**src/rtl/regfile_dump_pkg.sv**
```systemverilog
// Shared types and constants for the register-file debug dump reader.
// Holds the FSM state encoding, byte width and words-to-bytes ratio.
package regfile_dump_pkg;

    localparam int NB_BYTE        = 8;
    localparam int NB_DATA_DEF    = 32;
    localparam int BYTES_PER_WORD = NB_DATA_DEF / NB_BYTE;

    typedef enum logic [2:0] {
        IDLE = 3'd0,
        LOAD = 3'd1,
        SEND = 3'd2,
        DONE = 3'd3,
        CSUM = 3'd4
    } state_t;

    // Width of a counter/index over n items, never narrower than one bit.
    function automatic int clog2_min1(input int n);
        return (n > 1) ? $clog2(n) : 1;
    endfunction

endpackage

```
**src/rtl/regfile_dump_reader_if.sv**
```systemverilog
// Register-file debug read port plus the valid/ready byte stream to the UART TX.
// master = dump reader, slave = register file / UART side.
interface regfile_dump_reader_if #(
    parameter int NB_DATA = 32,
    parameter int N_REGS  = 32,
    parameter int NB_BYTE = regfile_dump_pkg::NB_BYTE
);
    import regfile_dump_pkg::*;

    localparam int _NB_ADDR = clog2_min1(N_REGS);

    logic [_NB_ADDR-1:0] o_read_addr_debug;
    logic [NB_DATA-1:0]  i_data_debug;
    logic [NB_BYTE-1:0]  o_tx_data;
    logic                o_tx_valid;
    logic                i_tx_ready;

    modport master (
        output o_read_addr_debug, o_tx_data, o_tx_valid,
        input  i_data_debug, i_tx_ready
    );

    modport slave (
        input  o_read_addr_debug, o_tx_data, o_tx_valid,
        output i_data_debug, i_tx_ready
    );

endinterface

```
**src/rtl/word_to_byte_serializer.sv**
```systemverilog
// Purpose: latch a word on i_load and emit it MSB-byte-first on a valid/ready stream.
// Latency: first byte valid the cycle after i_load; following bytes back-to-back.
// Backpressure: byte and position hold while o_valid=1 and i_ready=0.
module word_to_byte_serializer
    import regfile_dump_pkg::*;
#(
    parameter int NB_DATA = 32,
    parameter int NB_BYTE = regfile_dump_pkg::NB_BYTE
) (
    input  logic               i_clk,
    input  logic               i_rst,
    input  logic               i_load,
    input  logic [NB_DATA-1:0] i_word,
    output logic [NB_BYTE-1:0] o_byte,
    output logic               o_valid,
    input  logic               i_ready,
    output logic               o_last,
    output logic               o_accept
);

    localparam int BPW    = NB_DATA / NB_BYTE;
    localparam int NB_CNT = clog2_min1(BPW);

    logic [NB_DATA-1:0] shreg;
    logic [NB_CNT-1:0]  byte_cnt;
    logic               vld;

    assign o_byte   = shreg[NB_DATA-1 -: NB_BYTE];
    assign o_valid  = vld;
    assign o_last   = (byte_cnt == NB_CNT'(BPW - 1));
    assign o_accept = vld & i_ready;

    always_ff @(posedge i_clk) begin
        if (i_rst) begin
            shreg    <= '0;
            byte_cnt <= '0;
            vld      <= 1'b0;
        end else if (i_load) begin
            shreg    <= i_word;
            byte_cnt <= '0;
            vld      <= 1'b1;
        end else if (o_accept) begin
            shreg <= shreg << NB_BYTE;
            if (o_last) begin
                byte_cnt <= '0;
                vld      <= 1'b0;
            end else begin
                byte_cnt <= byte_cnt + NB_CNT'(1);
            end
        end
    end

endmodule

```
**src/rtl/regfile_dump_reader.sv**
```systemverilog
// Purpose: on i_start walk registers 0..N_REGS-1 and stream each word MSB-byte-first.
// Latency: i_start at edge k gives first o_tx_valid at k+2; one idle cycle between words.
// Backpressure: i_tx_ready=0 freezes byte, address and state. Option: REGFILE_DUMP_CHECKSUM_EN.
module regfile_dump_reader
    import regfile_dump_pkg::*;
#(
    parameter int NB_DATA = 32,
    parameter int N_REGS  = 32,
    parameter int NB_BYTE = regfile_dump_pkg::NB_BYTE
) (
    input  logic                  i_clk,
    input  logic                  i_rst,
    input  logic                  i_start,
    regfile_dump_reader_if.master bus,
    output logic                  o_busy,
    output logic                  o_done
);

    localparam int                  _NB_ADDR  = clog2_min1(N_REGS);
    localparam logic [_NB_ADDR-1:0] LAST_ADDR = _NB_ADDR'(N_REGS - 1);
`ifdef REGFILE_DUMP_CHECKSUM_EN
    localparam state_t AFTER_DATA = CSUM;
`else
    localparam state_t AFTER_DATA = DONE;
`endif

    state_t              state, state_nxt;
    logic [_NB_ADDR-1:0] addr;
    logic                ser_load;
    logic [NB_BYTE-1:0]  ser_byte;
    logic                ser_vld;
    logic                ser_last;
    logic                ser_accept;
    logic                word_end;

    word_to_byte_serializer #(
        .NB_DATA (NB_DATA),
        .NB_BYTE (NB_BYTE)
    ) u_ser (
        .i_clk    (i_clk),
        .i_rst    (i_rst),
        .i_load   (ser_load),
        .i_word   (bus.i_data_debug),
        .o_byte   (ser_byte),
        .o_valid  (ser_vld),
        .i_ready  (bus.i_tx_ready),
        .o_last   (ser_last),
        .o_accept (ser_accept)
    );

    assign word_end              = (state == SEND) && ser_accept && ser_last;
    assign bus.o_read_addr_debug = addr;

    always_ff @(posedge i_clk) begin
        if (i_rst) begin
            state <= IDLE;
        end else begin
            state <= state_nxt;
        end
    end

    always_comb begin
        state_nxt = state;
        case (state)
            IDLE: if (i_start) state_nxt = LOAD;
            LOAD: state_nxt = SEND;
            SEND: if (word_end) state_nxt = (addr == LAST_ADDR) ? AFTER_DATA : LOAD;
`ifdef REGFILE_DUMP_CHECKSUM_EN
            CSUM: if (bus.i_tx_ready) state_nxt = DONE;
`endif
            DONE: state_nxt = IDLE;
            default: state_nxt = IDLE;
        endcase
    end

    // Address only advances on the last byte of a word, so it never passes LAST_ADDR.
    always_ff @(posedge i_clk) begin
        if (i_rst) begin
            addr <= '0;
        end else if ((state == IDLE && i_start) || state == DONE) begin
            addr <= '0;
        end else if (word_end && addr != LAST_ADDR) begin
            addr <= addr + _NB_ADDR'(1);
        end
    end

`ifdef REGFILE_DUMP_CHECKSUM_EN
    logic [NB_BYTE-1:0] csum;

    always_ff @(posedge i_clk) begin
        if (i_rst) begin
            csum <= '0;
        end else if (state == IDLE && i_start) begin
            csum <= '0;
        end else if (state == SEND && ser_accept) begin
            csum <= csum ^ ser_byte;
        end
    end

    always_comb begin
        ser_load       = (state == LOAD);
        o_busy         = (state == LOAD) || (state == SEND) || (state == CSUM);
        o_done         = (state == DONE);
        bus.o_tx_valid = ser_vld || (state == CSUM);
        bus.o_tx_data  = (state == CSUM) ? csum : ser_byte;
    end
`else
    always_comb begin
        ser_load       = (state == LOAD);
        o_busy         = (state == LOAD) || (state == SEND);
        o_done         = (state == DONE);
        bus.o_tx_valid = ser_vld;
        bus.o_tx_data  = ser_byte;
    end
`endif

endmodule

```
**src/flat_wrapper.sv**
```systemverilog
// flat-port wrapper written by rule: the top's interface ports become plain ports
module regfile_dump_reader_flat import regfile_dump_pkg::*;
#(
    parameter int NB_DATA = 32,
    parameter int N_REGS  = 32,
    parameter int NB_BYTE = regfile_dump_pkg::NB_BYTE
)
  (i_clk, i_rst, i_start, o_busy, o_done, bus_o_read_addr_debug, bus_o_tx_data, bus_o_tx_valid, bus_i_data_debug, bus_i_tx_ready);
  regfile_dump_reader_if #(.NB_DATA(NB_DATA), .N_REGS(N_REGS), .NB_BYTE(NB_BYTE)) bus_i ();
  input  logic i_clk;
  input  logic i_rst;
  input  logic i_start;
  output logic o_busy;
  output logic o_done;
  output wire logic [$bits(bus_i.o_read_addr_debug)-1:0] bus_o_read_addr_debug;
  output wire logic [$bits(bus_i.o_tx_data)-1:0] bus_o_tx_data;
  output wire logic [$bits(bus_i.o_tx_valid)-1:0] bus_o_tx_valid;
  input wire logic [$bits(bus_i.i_data_debug)-1:0] bus_i_data_debug;
  input wire logic [$bits(bus_i.i_tx_ready)-1:0] bus_i_tx_ready;
  assign bus_o_read_addr_debug = bus_i.o_read_addr_debug;
  assign bus_o_tx_data = bus_i.o_tx_data;
  assign bus_o_tx_valid = bus_i.o_tx_valid;
  assign bus_i.i_data_debug = bus_i_data_debug;
  assign bus_i.i_tx_ready = bus_i_tx_ready;
  regfile_dump_reader #(.NB_DATA(NB_DATA), .N_REGS(N_REGS), .NB_BYTE(NB_BYTE)) u_core (.i_clk(i_clk), .i_rst(i_rst), .i_start(i_start), .bus(bus_i), .o_busy(o_busy), .o_done(o_done));
endmodule
```
**config.mk**
```make
export PLATFORM = sky130hd
export DESIGN_NAME = regfile_dump_reader_flat
export DESIGN_NICKNAME = d
export VERILOG_FILES = /design/src/rtl/regfile_dump_pkg.sv /design/src/rtl/regfile_dump_reader_if.sv /design/src/rtl/word_to_byte_serializer.sv /design/src/rtl/regfile_dump_reader.sv /design/src/flat_wrapper.sv
export SDC_FILE = /design/constraint.sdc
export NUM_CORES = 1
export LEC_CHECK = 0
export BUFFER_PORTS_ARGS = -buffer_cell sky130_fd_sc_hd__buf_2
export CAP_MARGIN = 20
export CORE_MARGIN = 1
export CORE_UTILIZATION = 50
export CTS_CLUSTER_DIAMETER = 30
export DETAILED_ROUTE_END_ITERATION = 16
export GPL_TIMING_DRIVEN = 0
export HOLD_SLACK_MARGIN = 0.06
export PLACE_DENSITY = 0.79
export SYNTH_ARGS = -nofsm -noshare
export SYNTH_HDL_FRONTEND = slang
export SYNTH_HIERARCHICAL = 1
export SYNTH_SLANG_ARGS = --single-unit
```
**constraint.sdc**
```tcl
create_clock -name i_clk -period 2.3 [get_ports i_clk]
set_input_delay 0.575 -clock i_clk [delete_from_list [all_inputs] [get_ports i_clk]]
set_output_delay 0.575 -clock i_clk [all_outputs]
set_load 0.01 [all_outputs]
```
==> results of run 1 <==
-- worst register-to-register path, stage by stage, from the launching register on --
cell and delay, ns:
dfxtp_1 0.34, ha_1 0.22, and3_1 0.18, ha_1 0.19, nand4b_2 0.31, or3_1 0.40
a21oi_1 0.13
-- final cells by class --
class                           count  area share
Multi-Input combinational cell    139       0.399
Sequential cell                    42       0.324
Timing Repair Buffer               51      0.0983
Buffer                             26      0.0699
Inverter                           28      0.0424
Clock buffer                        6      0.0280
Tap cell                           50      0.0241
Clock inverter                      2      0.0145
-- cell usage in the layout (no fill, tap or decap), types with 5 or more instances in the layout --
cell type	n
inv_1	27
a21oi_1	12
buf_2	57
a2111oi_2	20
nor2_1	6
nand3b_1	8
buf_4	14
clkbuf_8	5
nor3_1	50
nand2_1	9
dfxtp_1	42
ha_1	8
-- per-stage QoR --
| stage | setup slack [ns] | util | cell area (um2) |
|---|---|---|---|
| after floorplan | 0.551 | - | 2170 |
| after global placement | 0.433 | 0.608 | 2490 |
| after detailed placement | 0.410 | 0.608 | 2490 |
| after CTS | 0.442 | 0.635 | 2600 |
| after global routing | 0.360 | 0.635 | 2600 |
| final | 0.451 | 0.635 | 2600 |
-- metal layers --
layer,wire length [um],track usage,vias to the layer above
met5,0,0,-
met2,2270,0.390,42
li1,-,-,946
met1,2110,0.270,845
met3,217,0.0550,4
met4,42,0.0729,0
-- sequential cells by signal, indices dropped and copies added, names as in the netlist --
name,count
u_core/state,2
u_core/bus.o_read_addr_debug,5
u_core/u_ser/o_valid,1
u_core/u_ser/shreg,32
u_core/u_ser/byte_cnt,2
-- worst min path at each step --
| stage | end | depth (start not counted) |
|---|---|---|
| final | u_core/u_ser/shreg[0] | 2 |
| after global routing | u_core/u_ser/shreg[4] | 3 |
| after CTS | u_core/u_ser/shreg[4] | 2 |
| after detailed placement | u_core/u_ser/shreg[4] | 2 |
| after global placement | u_core/u_ser/shreg[1] | 2 |
| after floorplan | u_core/u_ser/shreg[0] | 2 |
-- logic make-up after synthesis --
logic type	share of synthesized area
buffers and inverters	0.134
DFF	0.388
xor gates and xnor gates	0.00404
muxes	0.0185
and+or+nand+nor	0.204
adders and majority gates	0.0462
AOI/OAI and AO/OA	0.205
-- power groups by stage --
stage	logic [uW]	registers (uW)	clock network [uW]
after CTS	1510	1120	590
after detailed placement	1500	1130	0
final	1500	1120	579
after global routing	1680	1150	622
after floorplan	1200	1090	0
after global placement	1460	1120	0
==> impl_table.tex, run 1 <==
\begin{tabular}{lr}
\hline
Metric & Value \\
\hline
\multicolumn{2}{l}{\textbf{STA}} \\
Max-slew violation count & 0 \\
Slew at the pin closest to its max-slew limit & 0.448 ns \\
Min Hold Slack & 0.494 ns \\
Shortest period the worst path allows & 1.85 ns \\
Period Utilization, post-route & 0.804 \\
RSZ-0062 raised after global routing & no \\
Top achievable clock speed & 0.541 GHz \\
Fin Setup TNS & 0 ns \\
Number of hold-slack violations in the final timing report & 0 \\
Clock tree skew after final layout & 0.00960 ns \\
Max transition margin & 0.701 \\
Setup violation total in the final timing report & 0 \\
\multicolumn{2}{l}{\textbf{Pwr}} \\
Part of the power in the clock network & 0.181 \\
Power per cell area & 1230 nW/um2 \\
Sequential power share & 0.350 \\
Net load switching power & 1220 uW \\
Combinational share of power & 0.469 \\
Leak Pwr & 0.00119 uW \\
Sw frac & 0.380 \\
Internal Dissipation & 1980 uW \\
Overall Power & 3200 uW \\
Worst voltage drop across the vdd grid & 0.485 mV \\
\multicolumn{2}{l}{\textbf{Clock network}} \\
Hold-fix buffers at CTS & 0 \\
Clk\_lat worst skew & 0.30 ns \\
Number of H-tree levels & 2 \\
Root buffer selected by CTS & clkbuf\_8 \\
TritonCTS clock tree & yes \\
Post-CTS setup-driven buffer insertion count & 0 \\
Number of gates given a new drive strength after cts & 0 \\
Largest buffer count on any clock path & 2 \\
Number of clock buffers inserted by TritonCTS & 5 \\
Sink Count & 42 \\
Clock transition at the registers of the reported paths & 0.08 ns \\
\multicolumn{2}{l}{\textbf{Outcome}} \\
Outcome & finished, final reports clean \\
\multicolumn{2}{l}{\textbf{Die}} \\
Starting utilization of the core area & 0.531 \\
Overall die width & 67.9 um \\
FP Rows & 23 \\
Core Area & 4090 um2 \\
I/O pin count & 52 \\
Die Span Y & 67.9 um \\
Floorplan die area & 4600 um2 \\
\multicolumn{2}{l}{\textbf{Placement}} \\
Estimated wirelength of the detail-placed design & 3.34 mm \\
Port buffer count & 51 \\
RePlAce Congestion & 0.776 \\
Inst Count DP & 336 \\
\multicolumn{2}{l}{\textbf{Yosys}} \\
Part of the Yosys area used for sequential elements & 0.388 \\
Primary flip-flop cell chosen by synthesis mapping & dfxtp\_1 \\
Number of synthesized flops with an enable pin & 0 \\
Library cells used by synthesis & 31 \\
Most numerous cell in the Yosys netlist & nor3\_1 \\
Asr flop ratio synth & 0 \\
Ys Warns & 6 \\
Top cells by instance count after synthesis & nor3\_1 (50), dfxtp\_1 (42), inv\_1 (27) \\
Proportion of netlist area held by the largest area contributor & 0.388 \\
Number of instances in the synthesized netlist & 235 \\
Largest area contributor in the netlist & dfxtp\_1 \\
Netlist area before placement & 2170 um2 \\
Number of flip-flops and latches in the synthesized netlist & 42 \\
Avg Inst Size Synth & 9.23 um2 \\
Synthesized Nets & 279 \\
Cells taking the most area after synthesis & dfxtp\_1 (39\%), a2111oi\_2 (14\%), nor3\_1 (12\%), buf\_4 (4.8\%), inv\_1 (4.7\%) \\
\multicolumn{2}{l}{\textbf{Critical path}} \\
Crit path capture & o\_busy \\
Cells along the critical path & inv\_1 > ha\_1 > buf\_2 \\
Startpoint-to-endpoint class of the critical path & reg -> out \\
Largest stage delay, worst path & 0.45 ns \\
Buf/Inv on CP & 2 \\
Worst Path Required & 1.73 ns \\
Minimum setup slack among reg-to-reg paths & 0.47 ns \\
Logic depth of the worst setup path including buffers & 3 \\
Slowest stage cell on the critical path & dfxtp\_1 \\
Kind of start point of the critical path & register \\
Arrival time at the worst endpoint & 1.27 ns \\
CP max FO & 7 \\
CP top delay family & flip-flops \\
Worst setup startpoint & u\_core/state[0] \\
Start of the worst register-to-register path & u\_core/bus.o\_read\_addr\_debug[0] \\
Worst r2r dst & u\_core/bus.o\_read\_addr\_debug[3] \\
R2r worst-path depth & 6 \\
Category of the worst setup path capture point & output pin \\
\multicolumn{2}{l}{\textbf{Job}} \\
Max-Cap Viols & 0 \\
\multicolumn{2}{l}{\textbf{Global route}} \\
Gr ovfl total & 0 \\
Via count of the first global-routing pass & 1777 \\
Antenna violations before repair & 0 \\
Global-route wire length before repair & 7.73 mm \\
Pin count of the biggest net entering global routing & 14 \\
Global routing usage summed across all routing layers & 0.224 \\
\multicolumn{2}{l}{\textbf{Cells and area}} \\
Fill count & 362 \\
Sequential cell area & 841 um2 \\
Net count of the finished layout & 337 \\
Layout-stage area growth over the synthesis result & 19.7\% \\
Antenna Cells & 0 \\
Combined area of the multi-input logic cells & 1040 um2 \\
Non-filler instance count after layout & 344 \\
Fraction of final layout cells with drive strength greater than 1 & 0.357 \\
\multicolumn{2}{l}{\textbf{Routing}} \\
Vias per cell & 5.34 \\
Initial DRC Count & 121 \\
Initial DRT Pass Iterations & 4 \\
Detailed-route wire length per cell & 13.5 um \\
Count of vias placed by the detailed router & 1837 \\
Final wirelength & 4.64 mm \\
DRC violation count after routing & 0 \\
Antenna-violating nets left & 0 \\
\multicolumn{2}{l}{\textbf{Min path}} \\
Min-Delay Path Class & reg -> reg \\
Origin of the worst min-delay path & u\_core/u\_ser/shreg[0] \\
\hline
\end{tabular}
Note: power is estimated with default switching activity, not from simulation.
==> run 2: changes to the inputs <==
--- a/config.mk
+++ b/config.mk
@@ -8,12 +8,12 @@
 export BUFFER_PORTS_ARGS = -buffer_cell sky130_fd_sc_hd__buf_2
 export CAP_MARGIN = 20
 export CORE_MARGIN = 1
-export CORE_UTILIZATION = 50
+export CORE_UTILIZATION = 48
 export CTS_CLUSTER_DIAMETER = 30
 export DETAILED_ROUTE_END_ITERATION = 16
 export GPL_TIMING_DRIVEN = 0
 export HOLD_SLACK_MARGIN = 0.06
-export PLACE_DENSITY = 0.79
+export PLACE_DENSITY = 0.8
 export SYNTH_ARGS = -nofsm -noshare
 export SYNTH_HDL_FRONTEND = slang
 export SYNTH_HIERARCHICAL = 1
==> constraint.sdc (replaced) <==
create_clock -name i_clk -period 1.64 [get_ports i_clk]
set_input_delay 0.41 -clock i_clk [delete_from_list [all_inputs] [get_ports i_clk]]
set_output_delay 0.41 -clock i_clk [all_outputs]
set_load 0.01 [all_outputs]
==> run 2 against run 1 <==
Compared with the run above: global-route usage shrank 1.4 points; critical path type unchanged; critical path depth is the same; final cell count grew 2.0%; clock power grew 40%; power grew 44%; highest routed layer unchanged; utilization shrank 0.83 points; hold slack lost 0.14 ns; register-to-register slack lost 0.41 ns; worst setup slack lost 0.40 ns; cell area grew 5.2%; clock skew shrank 0.0021 ns; combinational power grew 49%.
==> impl_table.tex, run 2 (synthesis gave the netlist of run 1 again) <==
\begin{tabular}{lr}
\hline
Metric & Value \\
\hline
\multicolumn{2}{l}{\textbf{Global route}} \\
Via count of the first global-routing pass & 1841 (was 1777) \\
Gr ovfl total & 0 (unchanged) \\
Global routing usage summed across all routing layers & 0.211 (was 0.224) \\
Antenna violations before repair & 0 (unchanged) \\
Pin count of the biggest net entering global routing & 14 (unchanged) \\
Global-route wire length before repair & 8.15 mm (was 7.73 mm) \\
\multicolumn{2}{l}{\textbf{Clock network}} \\
Number of clock buffers inserted by TritonCTS & 5 (unchanged) \\
Largest buffer count on any clock path & 2 (unchanged) \\
Root buffer selected by CTS & clkbuf\_8 (unchanged) \\
Number of H-tree levels & 2 (unchanged) \\
Clk\_lat worst skew & 0.30 ns (about the same) \\
TritonCTS clock tree & yes (unchanged) \\
Sink Count & 42 (unchanged) \\
Hold-fix buffers at CTS & 0 (unchanged) \\
Clock transition at the registers of the reported paths & 0.08 ns (about the same) \\
\multicolumn{2}{l}{\textbf{Cells and area}} \\
Final standard cell area without fillers & 2730 um2 (was 2600 um2) \\
Net count of the finished layout & 342 (was 337) \\
Most frequent cells in the layout & buf\_2 (56), nor3\_1 (50), dfxtp\_1 (37) (was buf\_2 (57), nor3\_1 (50), dfxtp\_1 (42)) \\
Max reg flops & 32 (unchanged) \\
Layout-stage area growth over the synthesis result & 25.9\% (was 19.7\%) \\
Fill count & 380 (was 362) \\
Antenna Cells & 0 (unchanged) \\
Fraction of final layout cells with drive strength greater than 1 & 0.421 (was 0.357) \\
Most common cell after layout, fill and taps aside & buf\_2 (unchanged) \\
Register containing the most flip-flops in the final layout & u\_core/u\_ser/shreg (unchanged) \\
\multicolumn{2}{l}{\textbf{STA}} \\
Setup violation total in the final timing report & 0 (unchanged) \\
Period Utilization, post-route & 0.971 \\
Shortest period the worst path allows & 1.59 ns \\
Max-slew violation count & 0 (unchanged) \\
Slew at the pin closest to its max-slew limit & 0.422 ns (was 0.448 ns) \\
Max transition margin & 0.718 (was 0.701) \\
Number of hold-slack violations in the final timing report & 0 (unchanged) \\
Top achievable clock speed & 0.628 GHz \\
Clock tree skew after final layout & 0.00755 ns (was 0.00960 ns) \\
\multicolumn{2}{l}{\textbf{Die}} \\
I/O pin count & 52 (unchanged) \\
Die Span Y & 69.2 um (was 67.9 um) \\
Starting utilization of the core area & 0.498 (was 0.531) \\
Core Area & 4350 um2 (was 4090 um2) \\
Overall die width & 69.2 um (was 67.9 um) \\
Floorplan die area & 4790 um2 (was 4600 um2) \\
FP Rows & 24 (was 23) \\
\multicolumn{2}{l}{\textbf{Critical path}} \\
Start of the worst register-to-register path & u\_core/bus.o\_read\_addr\_debug[1] (was u\_core/bus.o\_read\_addr\_debug[0]) \\
Worst Path Required & 1.23 ns (was 1.73 ns) \\
Buf/Inv on CP & 2 (unchanged) \\
Kind of start point of the critical path & register (unchanged) \\
Category of the worst setup path capture point & output pin (unchanged) \\
CP max FO & 4 (was 7) \\
Arrival time at the worst endpoint & 1.18 ns (was 1.27 ns) \\
CP top delay family & flip-flops (unchanged) \\
Worst setup startpoint & u\_core/state[1] (was u\_core/state[0]) \\
Slowest stage cell on the critical path & dfxtp\_2 (was dfxtp\_1) \\
Startpoint-to-endpoint class of the critical path & reg -> out (unchanged) \\
Cells along the critical path & inv\_2 > ha\_1 > buf\_2 (was inv\_1 > ha\_1 > buf\_2) \\
Largest stage delay, worst path & 0.38 ns (was 0.45 ns) \\
\multicolumn{2}{l}{\textbf{Min path}} \\
Origin of the worst min-delay path & bus\_i\_data\_debug[6] (was u\_core/u\_ser/shreg[0]) \\
Min-Delay Path Class & in -> reg (was reg -> reg) \\
\multicolumn{2}{l}{\textbf{Routing}} \\
Antenna-violating nets left & 0 (unchanged) \\
Final wirelength & 4.84 mm (was 4.64 mm) \\
Vias per cell & 5.31 (was 5.34) \\
DRC violation count after routing & 0 (unchanged) \\
Initial DRT Pass Iterations & 4 (unchanged) \\
Detailed-route wire length per cell & 13.8 um (was 13.5 um) \\
Initial DRC Count & 127 (was 121) \\
Count of vias placed by the detailed router & 1864 (was 1837) \\
\multicolumn{2}{l}{\textbf{Placement}} \\
Port buffer count & 51 (unchanged) \\
Estimated wirelength of the detail-placed design & 3.37 mm (was 3.34 mm) \\
RePlAce Congestion & 0.776 (about the same) \\
Cell area reported after detailed placement & 2500 um2 (was 2490 um2) \\
\multicolumn{2}{l}{\textbf{Job}} \\
Max-Cap Viols & 0 (unchanged) \\
\multicolumn{2}{l}{\textbf{Pwr}} \\
Leak Pwr & 0.00124 uW (was 0.00119 uW) \\
Worst voltage drop across the vdd grid & 0.747 mV (was 0.485 mV) \\
Overall Power & 4620 uW (was 3200 uW) \\
Power per cell area & 1690 nW/um2 (was 1230 nW/um2) \\
\multicolumn{2}{l}{\textbf{Outcome}} \\
Outcome & finished, final reports clean (unchanged) \\
\hline
\end{tabular}
run 2: changes by cell type in the layout (fill, tap and decap cells not counted), sizes merged:
cell	change
buf	+4
clkinv	+2
clkinvlp	-1
run 2: where the power goes:
group	total [uW]	switching, uW	internal [uW]
sequential	1570	196	1370
combinational	2240	1190	1050
clock	810	362	448
total	4620	1750	2870
run 2: final timing paths:
path,endpoint,slack [ns],cells after the start
setup reg to reg,u_core/bus.o_read_addr_debug[2],0.06,6
hold reg to reg,u_core/u_ser/shreg[4],0.49,2
setup / recovery,o_busy,0.05,3
hold / removal,u_core/u_ser/shreg[6],0.36,3
run 2: timing repair:
item                       4_1_cts  5_1_grt
gates resized for setup          9       14
pin swaps                        3        2
setup endpoints to repair        5        6
setup buffers                    2        3
run 2: final cells by class:
| class | instances | area, um2 | area share |
|---|---|---|---|
| Multi-Input combinational cell | 139 | 1120 | 0.409 |
| Inverter | 28 | 110 | 0.0403 |
| Tap cell | 52 | 65.1 | 0.0238 |
| Buffer | 26 | 184 | 0.0674 |
| Timing Repair Buffer | 56 | 293 | 0.107 |
| Clock inverter | 3 | 40.0 | 0.0147 |
| Clock buffer | 5 | 68.8 | 0.0252 |
| Sequential cell | 42 | 852 | 0.312 |
run 2: worst min-delay path, delay by kind of cell:
family / cells / cell delay [ns]
buf+inv: 1 / 0.09
simple gates: 1 / 0.05
compound gates: 1 / 0.05
run 2: per-stage QoR:
stage	utilization	TNS [ns]	hold WS, ns	setup WS (ns)	std cells
3_3_place_gp	0.574	-0.121	0.471	-0.0753	338
6_report	0.627	0	0.356	0.0469	351
3_5_place_dp	0.574	-0.308	0.474	-0.123	338
5_1_grt	0.627	-0.0132	0.352	-0.0132	351
4_1_cts	0.607	0	0.349	0.0172	348
2_1_floorplan	-	0	0.461	0.00281	235
run 2: routing by layer:
layer / track usage / part of all wire / wire length (um) / vias up
li1: - / - / - / 961
met1: 0.273 / 0.46 / 2230 / 856
met2: 0.339 / 0.49 / 2370 / 40
met3: 0.0465 / 0.035 / 169 / 7
met4: 0.0884 / 0.015 / 72 / 0
met5: 0 / 0 / 0 / -
